[config.mk]
export PLATFORM = sky130hd
export DESIGN_NAME = trng_conditioner
export DESIGN_NICKNAME = d
export VERILOG_FILES = /design/src/rtl/trng_conditioner.sv
export SDC_FILE = /design/constraint.sdc
export NUM_CORES = 1
export LEC_CHECK = 0
export ABC_AREA = 1
export ABC_CLOCK_PERIOD_IN_PS = 6400
export CORE_ASPECT_RATIO = 1.25
export CORE_MARGIN = 3
export CORE_UTILIZATION = 45
export DETAILED_ROUTE_END_ITERATION = 16
export PLACE_DENSITY = 0.69
export SLEW_MARGIN = 25
export SYNTH_ARGS = -nofsm -noshare
export SYNTH_HDL_FRONTEND = slang
export SYNTH_SLANG_ARGS = --single-unit
export TNS_END_PERCENT = 20
[constraint.sdc]
create_clock -name clk -period 6.4 [get_ports clk]
set_clock_uncertainty 0.05 [all_clocks]
set_input_delay 0.96 -clock clk [delete_from_list [all_inputs] [get_ports clk]]
set_output_delay 0.96 -clock clk [all_outputs]
set_load 0.02 [all_outputs]
[src/rtl/trng_conditioner.sv]
// Ring-oscillator TRNG consumer: run control, health tests,
// von Neumann debiasing and word packing with valid/ready output.
module trng_conditioner #(
  parameter int WORD_W     = 16,
  parameter int SAMPLE_DIV = 4,
  parameter int WARMUP_CYC = 64,
  parameter int REP_LIMIT  = 32,
  parameter int APT_WINDOW = 512,
  parameter int APT_LIMIT  = 410
) (
  input  logic              clk,
  input  logic              reset,
  input  logic              enable,
  input  logic              raw_bit,
  output logic              trng_run,
  output logic [WORD_W-1:0] data,
  output logic              valid,
  input  logic              ready,
  output logic              alarm,
  input  logic              clear_alarm
);

  localparam int WCW = $clog2(WARMUP_CYC + 1);
  localparam int DCW = $clog2(SAMPLE_DIV + 1);
  localparam int BCW = $clog2(WORD_W);
  localparam int RCW = $clog2(REP_LIMIT + 1);
  localparam int AIW = $clog2(APT_WINDOW);
  localparam int ACW = $clog2(APT_WINDOW + 1);

  localparam logic [WCW-1:0] WARM_LAST = WCW'(WARMUP_CYC - 1);
  localparam logic [DCW-1:0] DIV_LAST  = DCW'(SAMPLE_DIV - 1);
  localparam logic [BCW-1:0] BIT_LAST  = BCW'(WORD_W - 1);
  localparam logic [RCW-1:0] REP_MAX   = RCW'(REP_LIMIT);
  localparam logic [AIW-1:0] WIN_LAST  = AIW'(APT_WINDOW - 1);
  localparam logic [ACW-1:0] APT_MAX   = ACW'(APT_LIMIT);

  typedef enum logic [2:0] {
    IDLE,
    WARMUP,
    COLLECT,
    HOLD,
    ALARM
  } state_t;

  state_t state;
  state_t state_next;

  logic [WCW-1:0]    warm_cnt;
  logic [DCW-1:0]    div_cnt;
  logic [BCW-1:0]    bit_cnt;
  logic [WORD_W-1:0] shreg;
  logic              pair_phase;
  logic              pair_a;

  logic [RCW-1:0] rep_cnt;
  logic           rep_last;
  logic [AIW-1:0] apt_idx;
  logic [ACW-1:0] apt_cnt;
  logic           apt_ref;

  logic           sampling;
  logic           strobe;
  logic           warm_done;
  logic [RCW-1:0] rep_next;
  logic [ACW-1:0] apt_next;
  logic           health_fail;
  logic           keep;
  logic           word_done;

  always_comb begin
    sampling  = (state == COLLECT) || (state == HOLD);
    strobe    = sampling && (div_cnt == DIV_LAST);
    warm_done = (warm_cnt == WARM_LAST);
    rep_next  = RCW'(1);
    if ((rep_cnt == '0) || (raw_bit == rep_last)) begin
      rep_next = (rep_cnt >= REP_MAX) ? rep_cnt
                                      : rep_cnt + RCW'(1);
    end
    // first sample of a window is its own reference
    if (apt_idx == '0) begin
      apt_next = ACW'(1);
    end else begin
      apt_next = apt_cnt + ACW'(raw_bit == apt_ref);
    end
    health_fail = strobe &&
                  ((rep_next >= REP_MAX) || (apt_next == APT_MAX));
    keep = strobe && (state == COLLECT) && pair_phase &&
           (pair_a != raw_bit);
    word_done = keep && (bit_cnt == BIT_LAST);
  end

  always_comb begin
    state_next = state;
    unique case (state)
      IDLE: begin
        if (enable) state_next = WARMUP;
      end
      WARMUP: begin
        if (!enable)        state_next = IDLE;
        else if (warm_done) state_next = COLLECT;
      end
      COLLECT: begin
        if (health_fail)    state_next = ALARM;
        else if (!enable)   state_next = IDLE;
        else if (word_done) state_next = HOLD;
      end
      HOLD: begin
        if (health_fail)    state_next = ALARM;
        else if (!enable)   state_next = IDLE;
        else if (ready)     state_next = COLLECT;
      end
      ALARM: begin
        if (clear_alarm) state_next = enable ? WARMUP : IDLE;
      end
      default: state_next = IDLE;
    endcase
  end

  always_ff @(posedge clk or negedge reset) begin
    if (!reset) state <= IDLE;
    else        state <= state_next;
  end

  // outputs are registered copies of the next-state decode
  always_ff @(posedge clk or negedge reset) begin
    if (!reset) begin
      valid    <= 1'b0;
      alarm    <= 1'b0;
      trng_run <= 1'b0;
      data     <= '0;
    end else begin
      valid    <= (state_next == HOLD);
      alarm    <= (state_next == ALARM);
      trng_run <= (state_next == WARMUP) ||
                  (state_next == COLLECT) ||
                  (state_next == HOLD);
      if ((state == COLLECT) && (state_next == HOLD)) begin
        data <= {shreg[WORD_W-2:0], pair_a};
      end
    end
  end

  always_ff @(posedge clk or negedge reset) begin
    if (!reset) begin
      warm_cnt <= '0;
    end else if (state == WARMUP) begin
      warm_cnt <= warm_cnt + WCW'(1);
    end else begin
      warm_cnt <= '0;
    end
  end

  // free-runs through HOLD so strobe spacing is unbroken
  always_ff @(posedge clk or negedge reset) begin
    if (!reset) begin
      div_cnt <= '0;
    end else if (!sampling || strobe) begin
      div_cnt <= '0;
    end else begin
      div_cnt <= div_cnt + DCW'(1);
    end
  end

  always_ff @(posedge clk or negedge reset) begin
    if (!reset) begin
      rep_cnt  <= '0;
      rep_last <= 1'b0;
      apt_idx  <= '0;
      apt_cnt  <= '0;
      apt_ref  <= 1'b0;
    end else if (state == WARMUP) begin
      rep_cnt  <= '0;
      rep_last <= 1'b0;
      apt_idx  <= '0;
      apt_cnt  <= '0;
      apt_ref  <= 1'b0;
    end else if (strobe) begin
      rep_cnt  <= rep_next;
      rep_last <= raw_bit;
      apt_cnt  <= apt_next;
      if (apt_idx == '0) apt_ref <= raw_bit;
      apt_idx <= (apt_idx == WIN_LAST) ? '0
                                       : apt_idx + AIW'(1);
    end
  end

  // extractor only runs in COLLECT; any other state discards it
  always_ff @(posedge clk or negedge reset) begin
    if (!reset) begin
      pair_phase <= 1'b0;
      pair_a     <= 1'b0;
      bit_cnt    <= '0;
      shreg      <= '0;
    end else if (state != COLLECT) begin
      pair_phase <= 1'b0;
      pair_a     <= 1'b0;
      bit_cnt    <= '0;
      shreg      <= '0;
    end else if (strobe) begin
      if (!pair_phase) begin
        pair_a     <= raw_bit;
        pair_phase <= 1'b1;
      end else begin
        pair_phase <= 1'b0;
      end
      if (keep) begin
        shreg   <= {shreg[WORD_W-2:0], pair_a};
        bit_cnt <= word_done ? '0 : bit_cnt + BCW'(1);
      end
    end
  end

endmodule

## Word level (Yosys, flattened, before mapping)

Index checks and enable logic that the tools add are counted.
W data, S select, Z words.

| storage, ports and cells | value |
|---|---|
| word-level logic and storage cells | 108 |
| flip-flop bits (word level) | 80 |
| input bits | 6 |

| operators by class | value |
|---|---|
| $add $sub $neg | 6 |
| reduce and logical (&&, ||, !) cells | 24 |
| equal/unequal tests | 18 |
| order comparisons | 2 |
| muxes and demuxes | 42 |

Operators by type and width:

| operator | number |
|---|---|
| $mux W15 | 3 |
| $mux W3 | 11 |
| $mux W10 | 3 |
| $mux W9 | 3 |
| $mux W6 | 4 |
| $mux W4 | 4 |
| $eq A3 B2 Y1 const B | 5 |
| $pmux W3 S5 | 1 |
| $ge A6 B6 Y1 const B | 2 |
| $mux W1 | 12 |
| $add A10 B1 Y10 | 1 |
| $eq A10 B9 Y1 const B | 1 |
| $add A9 B1 Y9 const B | 1 |
| $eq A9 B9 Y1 const B | 1 |
| $logic_not A9 Y1 | 1 |
| $reduce_bool A2 Y1 | 4 |
| $add A7 B1 Y7 const B | 1 |
| $eq A7 B6 Y1 const B | 1 |
| $logic_and A1 B1 Y1 | 7 |
| $mux W7 | 1 |
| $add A6 B1 Y6 const B | 1 |
| $eq A3 B1 Y1 const B | 2 |
| $eq A3 B3 Y1 const B | 2 |
| $logic_not A6 Y1 | 1 |
| other kinds (11) | 19 |

## Longest topological paths before layout

Gate-level depths: netlist (run 1).

| logic depth | value |
|---|---|
| depth in word-level cells | 14 |
| mapped depth | 15 |
| mapped depth without buffers | 15 |

## Least setup slack after synthesis (run 1)

OpenSTA, ideal clock, no wires.

| timing path | value |
|---|---|
| kind | input-to-reg |
| start | input port raw_bit |
| end | register data[10] |
| stages | 14 |
| buffers on the path | 1 |
| setup slack | 3.554 ns |
| arrival time | 2.722 ns |
| cells stage by stage | xnor2_1 ha_1 ha_1 nand2_1 o21ai_0 nand2_1 nor2_1 nand3_1 nor2_1 nand4_1 nand4_4 buf_4 nand2_1 o21ai_2 |

| between the ends | value |
|---|---|
| longest elaborated chain between the ends | 10 |
| elaborated cells on any way between the ends | 20 |
| classes of those cells | add/sub (1); order compare (1); eq/ne (5); mux (7); reduce/logical (6) |

RTL lines:

| element | line | RTL |
|---|---|---|
| from (decl) | 14 | `input logic raw_bit,` |
| $eq A1 B1 Y1 (on tied branches) | 83, 75 |  |
| $add A10 B1 Y10 / $logic_or A1 B1 Y1 (equally long branches) | 83, 75 |  |
| $mux W10 / $mux W6 (equally long branches) | 80, 75 |  |
| $eq A10 B9 Y1 / $ge A6 B6 Y1 (equally long branches) | 86 | `((rep_next >= REP_MAX) \|\| (apt_next == APT_MAX));` |
| $logic_or A1 B1 Y1 | 86 |  |
| $logic_and A1 B1 Y1 | 85 | `health_fail = strobe &&` |
| $mux W3 (on tied branches) | 108, 103 |  |
| $pmux W3 S5 * | 94 | `unique case (state)` |
| $eq A3 B2 Y1 * | 137 | `if ((state == COLLECT) && (state_next == HOLD)) begin` |
| $logic_and A1 B1 Y1 * | 137 |  |
| to (signal assigned) | 138 | `data <= {shreg[WORD_W-2:0], pair_a};` |
| to (decl) | 16 | `output logic [WORD_W-1:0] data,` |

Every way passes the cells marked *; elsewhere a longest branch is shown, timed or not.
A chain may end at the register's enable or synchronous reset.

## Final worst setup path (run 1)

| timing path | value |
|---|---|
| start | input port raw_bit |
| end | register data[8] |

Same word-level chain as after synthesis.

==> reports/qor.yml, run 1 <==
outcome: "complete, no violations"
max-vdd-ir-drop_mv: 0.149
gp_congestion: 0.842
syn_nets: 458
drv_cap: 0
r2r_setup_slack_ns: 3.52
synth_top_area_cell: "dfrtp_1"
drive_above_1_share: 0.0953
drt-pass1-iter-count: 4
finalHoldWorstSlack_ns: 0.389
fmaxAchievable_mhz: 284
setup_ws_ns: 2.88
worstHoldPathType: "flip-flop to flip-flop"
ios: 25
power_density_nw_per_um2: 209
dpl.cell_count: 553
synth-seq-area-share: 0.518
hpwl_mm: 4.83
tns_ns: 0
ctsResizeCount: 0
grt_setup_unrepaired: "no"
ys_async_sr_fraction: 1.00
fp.dieH_um: 110
syn_area_um2: 3860
power_leakage_nw: 2.03
cts_sinks: 80
rows: 37
htreeDepth: 3
worstSetupStartpointType: "input pin"
synth_seq_cells: 80
num_antenna_cells: 0
synthTopCellsByArea: "dfrtp_1 (52%), nand2_1 (7.7%), inv_1 (7.0%)"
ctsHoldBuffers: 0
maxSlewViolCount: 0
drc: 0
synth-main-ff-cell: "dfrtp_1"
yosys.cell_count.top_type: "dfrtp_1"
clk_pin_slew_ns: 0.08
overflow: 0
coreArea_um2: 8290
wl_mm: 6.84
antenna_found_initial: 0
cp_max_fo: 32
cp-end-kind: "flip-flop"
syn_to_final_growth_pct: 13.0
worst_pin_slew_ns: 0.714
grt_start_max_net_pins: 81
crit_type: "input pin to flip-flop"
fin_cells: 569
nets: 485
pre_cts_ws_ns: 2.49
grt_pass1_vias: 2930
synth_top_cell_area_share: 0.518
viasPerCell: 5.15
timing.final.crit_share: 0.551
syn_area_per_cell_um2: 8.78
num_vias: 2931
synth_edf_count: 0
yosysWarnings: 0
insertion_delay_ns: 0.35
clk_path_buf_depth: 2
initial_utilization: 0.466
die_x_um: 88.9
wl_per_cell_um: 12.0
setup_viol: 0
netlist_top_cells_count: "dfrtp_1 (80), nand2_1 (79), inv_1 (72), nor2_1 (38), nand3_1 (31)"
grt_first_pass_wirelength_mm: 12.7
port_buffers: 24
required_ns: 6.61
synth_cell_types: 38
slew_headroom: 0.524
cts_buffers: 9
cts_tree: "done"
antenna_left: 0
synth_cells: 440
post-cts-setup-buffers: 0
grt_usage: 0.164
die_area_um2: 9740
finalHoldViolations: 0
drt-initial-drc-count: 199
min_period_ns: 3.52
arrival_ns: 3.74
clockRootBuffer: "clkbuf_8"
worst max-delay path, stage by stage:
cell             delay (ns)
clkdlybuf4s50_1        0.54
xnor2_1                0.28
ha_1                   0.19
ha_1                   0.17
nand2_1                0.09
o21ai_0                0.16
nand2_1                0.06
nor2_1                 0.15
nand3_1                0.10
nor2_1                 0.09
nand4_1                0.24
nand4_4                0.47
nand2_1                0.13
o21ai_2                0.07
power by group:
group | leakage, nW | internal [mW] | switching [mW]
Clock | 0.0952 | 0.157 | 0.194
Combinational | 0.820 | 0.0135 | 0.0333
Sequential | 1.11 | 0.510 | 0.00353
worst paths after layout:
kind	start	to	depth (start not counted)
setup / recovery	raw_bit	data[8]	14
hold / removal	div_cnt[0]	div_cnt[0]	1
setup reg to reg	div_cnt[0]	data[8]	12
hold reg to reg	div_cnt[0]	div_cnt[0]	1
max in group asynchronous	reset	apt_cnt[5]	1
min in group asynchronous	reset	data[11]	1
cell families after synthesis:
kind of cell / after synthesis / share of synthesized area
and+or+nand+nor: 170 / 0.200
xor gates and xnor gates: 5 / 0.0113
AOI/OAI and AO/OA: 88 / 0.144
DFF: 80 / 0.518
buffers and inverters: 85 / 0.0874
adders and majority gates: 12 / 0.0389
state kept, by name, summed over array words and instances (netlist names), 3 cells and up:
register and flops:
warm_cnt 7, shreg 15, state 3, apt_cnt 10, apt_idx 9, bit_cnt 4, data 16, div_cnt 3
rep_cnt 6
per-layer routing:
metal / GRT usage / part of all wire / vias to the layer above
met2: 0.271 / 0.49 / 48
met4: 0.0788 / 0.023 / 0
li1: - / - / 1499
met5: 0 / 0 / -
met1: 0.204 / 0.45 / 1371
met3: 0.0315 / 0.033 / 13
through the flow:
stage / instance area (um2) / utilization / total power [mW]
6_report: 4370 / 0.527 / 0.912
5_1_grt: 4370 / 0.527 / 0.951
4_1_cts: 4360 / 0.526 / 0.927
3_5_place_dp: 4170 / 0.504 / 0.572
3_3_place_gp: 4170 / 0.504 / 0.571
2_1_floorplan: 3860 / - / 0.549
cell usage in the layout, fill, tap and decap left out, types with 2 or more instances in the layout:
| cell | count |
|---|---|
| dfrtp_1 | 80 |
| nand2_1 | 79 |
| inv_1 | 72 |
| nor2_1 | 38 |
| nand3_1 | 31 |
| o21ai_0 | 28 |
| clkdlybuf4s50_1 | 23 |
| o22ai_1 | 19 |
| o21ai_2 | 16 |
| a21oi_1 | 13 |
| ha_1 | 12 |
| clkbuf_8 | 10 |
| nor3_1 | 8 |
| nand4_1 | 4 |
| xor2_1 | 3 |
| inv_2 | 3 |
| nor3_4 | 2 |
| clkinv_1 | 2 |
| xnor2_1 | 2 |
| o32ai_1 | 2 |
| o31ai_1 | 2 |
| inv_6 | 2 |
layout make-up:
cell class                      count  area [um2]
Sequential cell                    80        2000
Fill cell                         754        3920
Multi-Input combinational cell    275        1520
Timing Repair Buffer               24         241
Tap cell                           97         121
Clock inverter                      6        50.0
Clock buffer                       10         138
Inverter                           77         289
Note: power is estimated with default switching activity, not from simulation.
==> run 2: changes to the inputs <==
--- a/config.mk
+++ b/config.mk
@@ -6,12 +6,12 @@
 export NUM_CORES = 1
 export LEC_CHECK = 0
 export ABC_AREA = 1
-export ABC_CLOCK_PERIOD_IN_PS = 6400
+export ABC_CLOCK_PERIOD_IN_PS = 3200
 export CORE_ASPECT_RATIO = 1.25
 export CORE_MARGIN = 3
 export CORE_UTILIZATION = 45
 export DETAILED_ROUTE_END_ITERATION = 16
-export PLACE_DENSITY = 0.69
+export PLACE_DENSITY = 0.72
 export SLEW_MARGIN = 25
 export SYNTH_ARGS = -nofsm -noshare
 export SYNTH_HDL_FRONTEND = slang
==> constraint.sdc (replaced) <==
create_clock -name clk -period 3.2 [get_ports clk]
set_clock_uncertainty 0.05 [all_clocks]
set_input_delay 0.48 -clock clk [delete_from_list [all_inputs] [get_ports clk]]
set_output_delay 0.48 -clock clk [all_outputs]
set_load 0.02 [all_outputs]
==> run 2 against run 1 <==
Against the previous run: core utilization is 1.5 points higher; via count is 2.3% higher; register-to-register slack worse by 2.8 ns; critical path depth is 2 higher; clock power is 130% higher; global-route usage is 0.20 points lower; sequential share of layout area is 1.2 points lower; sequential cell count stayed put; critical path type unchanged; hold slack worse by 0.31 ns; largest power group unchanged.
==> reports/qor.yml, run 2 (synthesis results as in run 1) <==
largest_reg_flops: 16  # unchanged
syn_to_final_growth_pct: 16.1  # was 13.0%
drive_above_1_share: 0.112  # was 0.0953
p_switching_mw: 0.445  # was 0.231 mW
nets: 495  # was 485
antenna_left: 0  # unchanged
maxSlewViolCount: 0  # unchanged
grt_first_pass_wirelength_mm: 12.4  # was 12.7 mm
finalHoldViolations: 0  # unchanged
clk_path_buf_depth: 2  # unchanged
post-cts-setup-buffers: 0  # unchanged
grt_pass1_vias: 2911  # was 2930
setup_viol: 0  # unchanged
grt_start_max_net_pins: 81  # unchanged
ios: 25  # unchanged
gp_congestion: 0.882  # was 0.842
cts_buffers: 9  # unchanged
reg.largest.list: "data x16, shreg x15, apt_cnt x10"  # unchanged
ctsResizeCount: 0  # unchanged
wl_mm: 7.06  # was 6.84 mm
max-vdd-ir-drop_mv: 0.375  # was 0.149 mV
grt_setup_unrepaired: "no"  # unchanged
seq_power_share: 0.530  # was 0.564
worstHoldPathType: "input pin to async pin"  # was flip-flop to flip-flop
arrival_ns: 2.89  # was 3.74 ns
setup_ws_ns: 0.490  # was 2.88 ns
slew_headroom: 0.525  # was 0.524
num_vias: 2999  # was 2931
coreArea_um2: 8290  # unchanged
worst_pin_slew_ns: 0.713  # was 0.714 ns
pre_cts_ws_ns: 0.121  # was 2.49 ns
drt-pass1-iter-count: 4  # unchanged
cp-end-kind: "flip-flop"  # unchanged
fmaxAchievable_mhz: 369
layout_commonest_cell: "dfrtp_1"  # unchanged
hpwl_mm: 4.95  # was 4.83 mm
final_cell_mix: "dfrtp_1 (80), nand2_1 (79), inv_1 (72)"  # unchanged
cts_sinks: 80  # unchanged
clockRootBuffer: "clkbuf_8"  # unchanged
outcome: "complete, no violations"  # unchanged
cts_tree: "done"  # unchanged
htreeDepth: 3  # unchanged
die_area_um2: 9740  # unchanged
drv_cap: 0  # unchanged
power_frac_comb: 0.050  # was 0.051
power.internal_mw: 1.49  # was 0.681 mW
timing.final.crit_share: 0.847
min_period_ns: 2.71
die_x_um: 88.9  # unchanged
switching_share: 0.230  # was 0.253
viasPerCell: 5.18  # was 5.15
grt_usage: 0.162  # was 0.164
regMostFlops: "data"  # unchanged
port_buffers: 24  # unchanged
rows: 37  # unchanged
clk_pin_slew_ns: 0.09  # was 0.08 ns
clkPwrFrac: 0.420  # was 0.385
fillers: 699  # was 754
antenna_found_initial: 0  # unchanged
power_density_nw_per_um2: 432  # was 209 nW/um2
power_leakage_nw: 2.09  # was 2.03 nW
num_antenna_cells: 0  # unchanged
tns_ns: 0  # unchanged
wl_per_cell_um: 12.2  # was 12.0 um
insertion_delay_ns: 0.36  # was 0.35 ns
drc: 0  # unchanged
crit_type: "input pin to flip-flop"  # unchanged
ctsHoldBuffers: 0  # unchanged
required_ns: 3.39  # was 6.61 ns
worstSetupStartpointType: "input pin"  # unchanged
fp.dieH_um: 110  # unchanged
drt-initial-drc-count: 158  # was 199
initial_utilization: 0.466  # unchanged
overflow: 0  # unchanged
cp_max_fo: 4  # was 32
[run 2: changes by cell type in the layout (fill, tap and decap cells not counted), moves of 2 or more]
cell / change
inv_6: -2
buf_4: +9
clkinv_4: +2
bufinv_16: +2
[run 2: through the flow]
stage	hold WS (ns)	utilization	power, mW	std cells	cell area [um2]
6_report	0.0832	0.541	1.94	579	4490
2_1_floorplan	0.134	-	1.10	440	3860
3_5_place_dp	0.381	0.514	1.15	563	4260
4_1_cts	0.265	0.541	1.96	579	4480
5_1_grt	0.135	0.541	2.01	579	4490
3_3_place_gp	0.377	0.514	1.14	563	4260
[run 2: worst max-delay path: stages]
cell and delay [ns]:
clkdlybuf4s50_1 0.45, xnor2_1 0.22, ha_1 0.18, ha_1 0.17
nand2_1 0.09, o21ai_0 0.15, nand2_1 0.06, nor2_1 0.17
nand3_1 0.10, nor2_1 0.09, nand4_1 0.18, buf_4 0.21
nand4_1 0.06, nand2_1 0.06, nor2_1 0.15, nand2_1 0.07
[run 2: layout make-up]
type	count	area, um2	share of cell area
clock inverter	6	93.8	0.0209
tap	97	121	0.0270
multi-input combinational	275	1520	0.340
inverter	77	289	0.0644
sequential	80	2000	0.446
timing repair buffer	34	329	0.0733
clock buffer	10	128	0.0284
[run 2: worst paths after layout]
check | startpoint | to | slack, ns | cells past startpoint
setup / recovery | raw_bit | trng_run | 0.49 | 16
hold reg to reg | div_cnt[0] | div_cnt[0] | 0.39 | 1
max in group asynchronous | reset | warm_cnt[6] | 2.50 | 1
min in group clk | div_cnt[0] | div_cnt[0] | 0.39 | 1
hold / removal | reset | data[12] | 0.08 | 1
setup reg to reg | apt_ref | trng_run | 0.71 | 16
[run 2: power groups by stage]
stage / logic (mW) / registers, mW / clock network, mW
3_5_place_dp: 0.0978 / 1.05 / 0
4_1_cts: 0.0983 / 1.03 / 0.838
3_3_place_gp: 0.0957 / 1.05 / 0
6_report: 0.0965 / 1.03 / 0.814
5_1_grt: 0.110 / 1.03 / 0.868
2_1_floorplan: 0.0501 / 1.05 / 0
[run 2: metal layers]
metal / wire, um / vias to the layer above / GRT usage
met5: 0 / - / 0
li1: - / 1515 / -
met4: 182 / 0 / 0.0853
met3: 174 / 15 / 0.0322
met2: 3530 / 37 / 0.269
met1: 3160 / 1432 / 0.196
==> run 3: changes to the inputs <==
--- a/config.mk
+++ b/config.mk
@@ -6,12 +6,12 @@
 export NUM_CORES = 1
 export LEC_CHECK = 0
 export ABC_AREA = 1
-export ABC_CLOCK_PERIOD_IN_PS = 3200
+export ABC_CLOCK_PERIOD_IN_PS = 2760
 export CORE_ASPECT_RATIO = 1.25
 export CORE_MARGIN = 3
 export CORE_UTILIZATION = 45
 export DETAILED_ROUTE_END_ITERATION = 16
-export PLACE_DENSITY = 0.72
+export PLACE_DENSITY = 0.69
 export SLEW_MARGIN = 25
 export SYNTH_ARGS = -nofsm -noshare
 export SYNTH_HDL_FRONTEND = slang
==> constraint.sdc (replaced) <==
create_clock -name clk -period 2.76 [get_ports clk]
set_clock_uncertainty 0.05 [all_clocks]
set_input_delay 0.414 -clock clk [delete_from_list [all_inputs] [get_ports clk]]
set_output_delay 0.414 -clock clk [all_outputs]
set_load 0.02 [all_outputs]
==> run 3 against run 2 <==
Against the previous run: global-route usage up 0.64 points; core utilization up 0.97 points; final cell count up 1.7%; critical endpoint is now data[8].
==> reports/qor.yml, run 3 (synthesis results as in run 1) <==
regMostFlops: "data"  # unchanged
power.internal_mw: 1.66  # was 1.49 mW
path_delay_family: "simple AND/OR/NAND/NOR gates"  # unchanged
finalHoldViolations: 0  # unchanged
switching_share: 0.248  # was 0.230
gp_congestion: 0.883  # was 0.882
die_area_um2: 9740  # unchanged
clkPwrFrac: 0.406  # was 0.420
grt_usage: 0.168  # was 0.162
fp.dieH_um: 110  # unchanged
outcome: "complete, no violations"  # unchanged
drv_cap: 0  # unchanged
max-vdd-ir-drop_mv: 0.335  # was 0.375 mV
layout_commonest_cell: "dfrtp_1"  # unchanged
setup_viol: 0  # unchanged
fmaxAchievable_mhz: 404
seq_power_share: 0.540  # was 0.530
num_vias: 2999  # unchanged
coreArea_um2: 8290  # unchanged
clockRootBuffer: "clkbuf_8"  # unchanged
path_cells: "xnor2_2 -> ha_1 -> ha_1 -> nand2_1 -> o21ai_0 -> nand2_1 -> nor2_1 -> nand3_1 -> nor2_1 -> nand4_1 -> buf_4 -> nand4_4 -> buf_12 -> nand2_1 -> o21ai_2"  # was clkdlybuf4s50_1 -> xnor2_1 -> ha_1 -> ha_1 -> nand2_1 -> o21ai_0 -> nand2_1 -> nor2_1 -> nand3_1 -> nor2_1 -> nand4_1 -> buf_4 -> nand4_1 -> nand2_1 -> nor2_1 -> nand2_1
cts_tree: "done"  # unchanged
drive_above_1_share: 0.134  # was 0.112
min_period_ns: 2.47
slowest_delay_ns: 0.41  # was 0.45 ns
grt_start_max_net_pins: 81  # unchanged
rows: 37  # unchanged
clk_pin_slew_ns: 0.10  # was 0.09 ns
setup_ws_ns: 0.288  # was 0.490 ns
path_buf_inv: 2  # unchanged
seqCellArea_um2: 2000  # unchanged
worstSetupStartpointType: "flip-flop"  # was input pin
nets: 505  # was 495
cp_max_fo: 20  # was 4
crit_path_frequent_cell: "nand2_1"  # unchanged
power_leakage_nw: 2.15  # was 2.09 nW
maxSlewViolCount: 0  # unchanged
reg.largest.list: "data x16, shreg x15, apt_cnt x10"  # unchanged
arrival_ns: 2.70  # was 2.89 ns
timing.final.crit_share: 0.896
drt-initial-drc-count: 223  # was 158
htreeDepth: 3  # unchanged
clk_path_buf_depth: 2  # unchanged
grt_first_pass_wirelength_mm: 13.0  # was 12.4 mm
worst_pin_slew_ns: 0.427  # was 0.713 ns
syn_to_final_growth_pct: 18.2  # was 16.1%
cts_buffers: 9  # unchanged
required_ns: 2.99  # was 3.39 ns
die_x_um: 88.9  # unchanged
power_frac_comb: 0.054  # was 0.050
overflow: 0  # unchanged
drc: 0  # unchanged
port_buffers: 24  # unchanged
ios: 25  # unchanged
grt_setup_unrepaired: "no"  # unchanged
drt-pass1-iter-count: 4  # unchanged
grt_pass1_vias: 2998  # was 2911
tns_ns: 0  # unchanged
hpwl_mm: 5.25  # was 4.95 mm
p_switching_mw: 0.547  # was 0.445 mW
num_antenna_cells: 0  # unchanged
insertion_delay_ns: 0.35  # was 0.36 ns
wl_per_cell_um: 12.5  # was 12.2 um
worstHoldPathType: "input pin to async pin"  # unchanged
fillers: 733  # was 699
cts_sinks: 80  # unchanged
multi_input_area_um2: 1530  # was 1520 um2
antenna_found_initial: 0  # unchanged
slew_headroom: 0.715  # was 0.525
viasPerCell: 5.09  # was 5.18
power_density_nw_per_um2: 483  # was 432 nW/um2
antenna_left: 0  # unchanged
pre_cts_ws_ns: -0.290  # was 0.121 ns
crit_type: "flip-flop to flip-flop"  # was input pin to flip-flop
initial_utilization: 0.466  # unchanged
cp_slowest_cell: "dfrtp_1"  # was clkdlybuf4s50_1
final_cell_mix: "dfrtp_1 (80), nand2_1 (79), inv_1 (72)"  # unchanged
cp-end-kind: "flip-flop"  # unchanged
wl_mm: 7.35  # was 7.06 mm
largest_reg_flops: 16  # unchanged
==> run 3: changes by cell type in the layout (fill, tap and decap cells not counted), sizes merged <==
cell,previous run,this run
clkdlybuf4s50,23,22
dlymetal6s2s,0,1
inv,75,79
bufinv,2,1
clkbuf,10,9
clkinv,5,3
buf,11,21
==> run 3: through the flow <==
stage	hold slack [ns]	power (mW)	cells	area, um2	utilization
6_report	0.00249	2.20	589	4570	0.551
3_3_place_gp	0.374	1.33	572	4340	0.524
5_1_grt	0.0105	2.30	589	4570	0.551
3_5_place_dp	0.381	1.34	572	4340	0.524
4_1_cts	0.0189	2.25	588	4550	0.549
2_1_floorplan	0.0684	1.27	440	3860	-
==> run 3: power by group through the flow <==
| stage | clock network, mW | registers [mW] | logic, mW |
|---|---|---|---|
| detailed placement | 0 | 1.21 | 0.122 |
| global placement | 0 | 1.21 | 0.119 |
| floorplan | 0 | 1.22 | 0.0580 |
| CTS | 0.934 | 1.19 | 0.122 |
| global route | 0.967 | 1.19 | 0.138 |
| finish | 0.894 | 1.19 | 0.119 |
==> run 3: cell type report <==
class,instances,area share
clock inverters,7,0.0184
multi-input cells,275,0.335
inverters,77,0.0633
clock buffers,9,0.0271
repair buffers,44,0.0910
well taps,97,0.0266
flip-flops and latches,80,0.438
==> run 3: repair_timing <==
action,4_1_cts,5_1_grt
setup buffers,0,1
setup endpoints to repair,0,22
gates resized for setup,0,3
hold buffers,0,0
==> run 3: metal layers <==
layer  track usage  share of wire  vias to the layer above
met5             0              0                        -
met4        0.0572          0.015                        0
met3        0.0390          0.027                       10
met2         0.288           0.53                       51
met1         0.206           0.43                     1415
li1              -              -                     1523
==> run 3: final timing paths <==
kind,cells past startpoint,endpoint,start,slack (ns)
setup / recovery,15,data[8],apt_ref,0.29
hold / removal,2,data[11],reset,0.002
setup reg to reg,15,data[8],apt_ref,0.29
hold reg to reg,1,div_cnt[0],div_cnt[0],0.39
max in group asynchronous,2,rep_cnt[1],reset,2.29
min in group clk,1,div_cnt[0],div_cnt[0],0.39
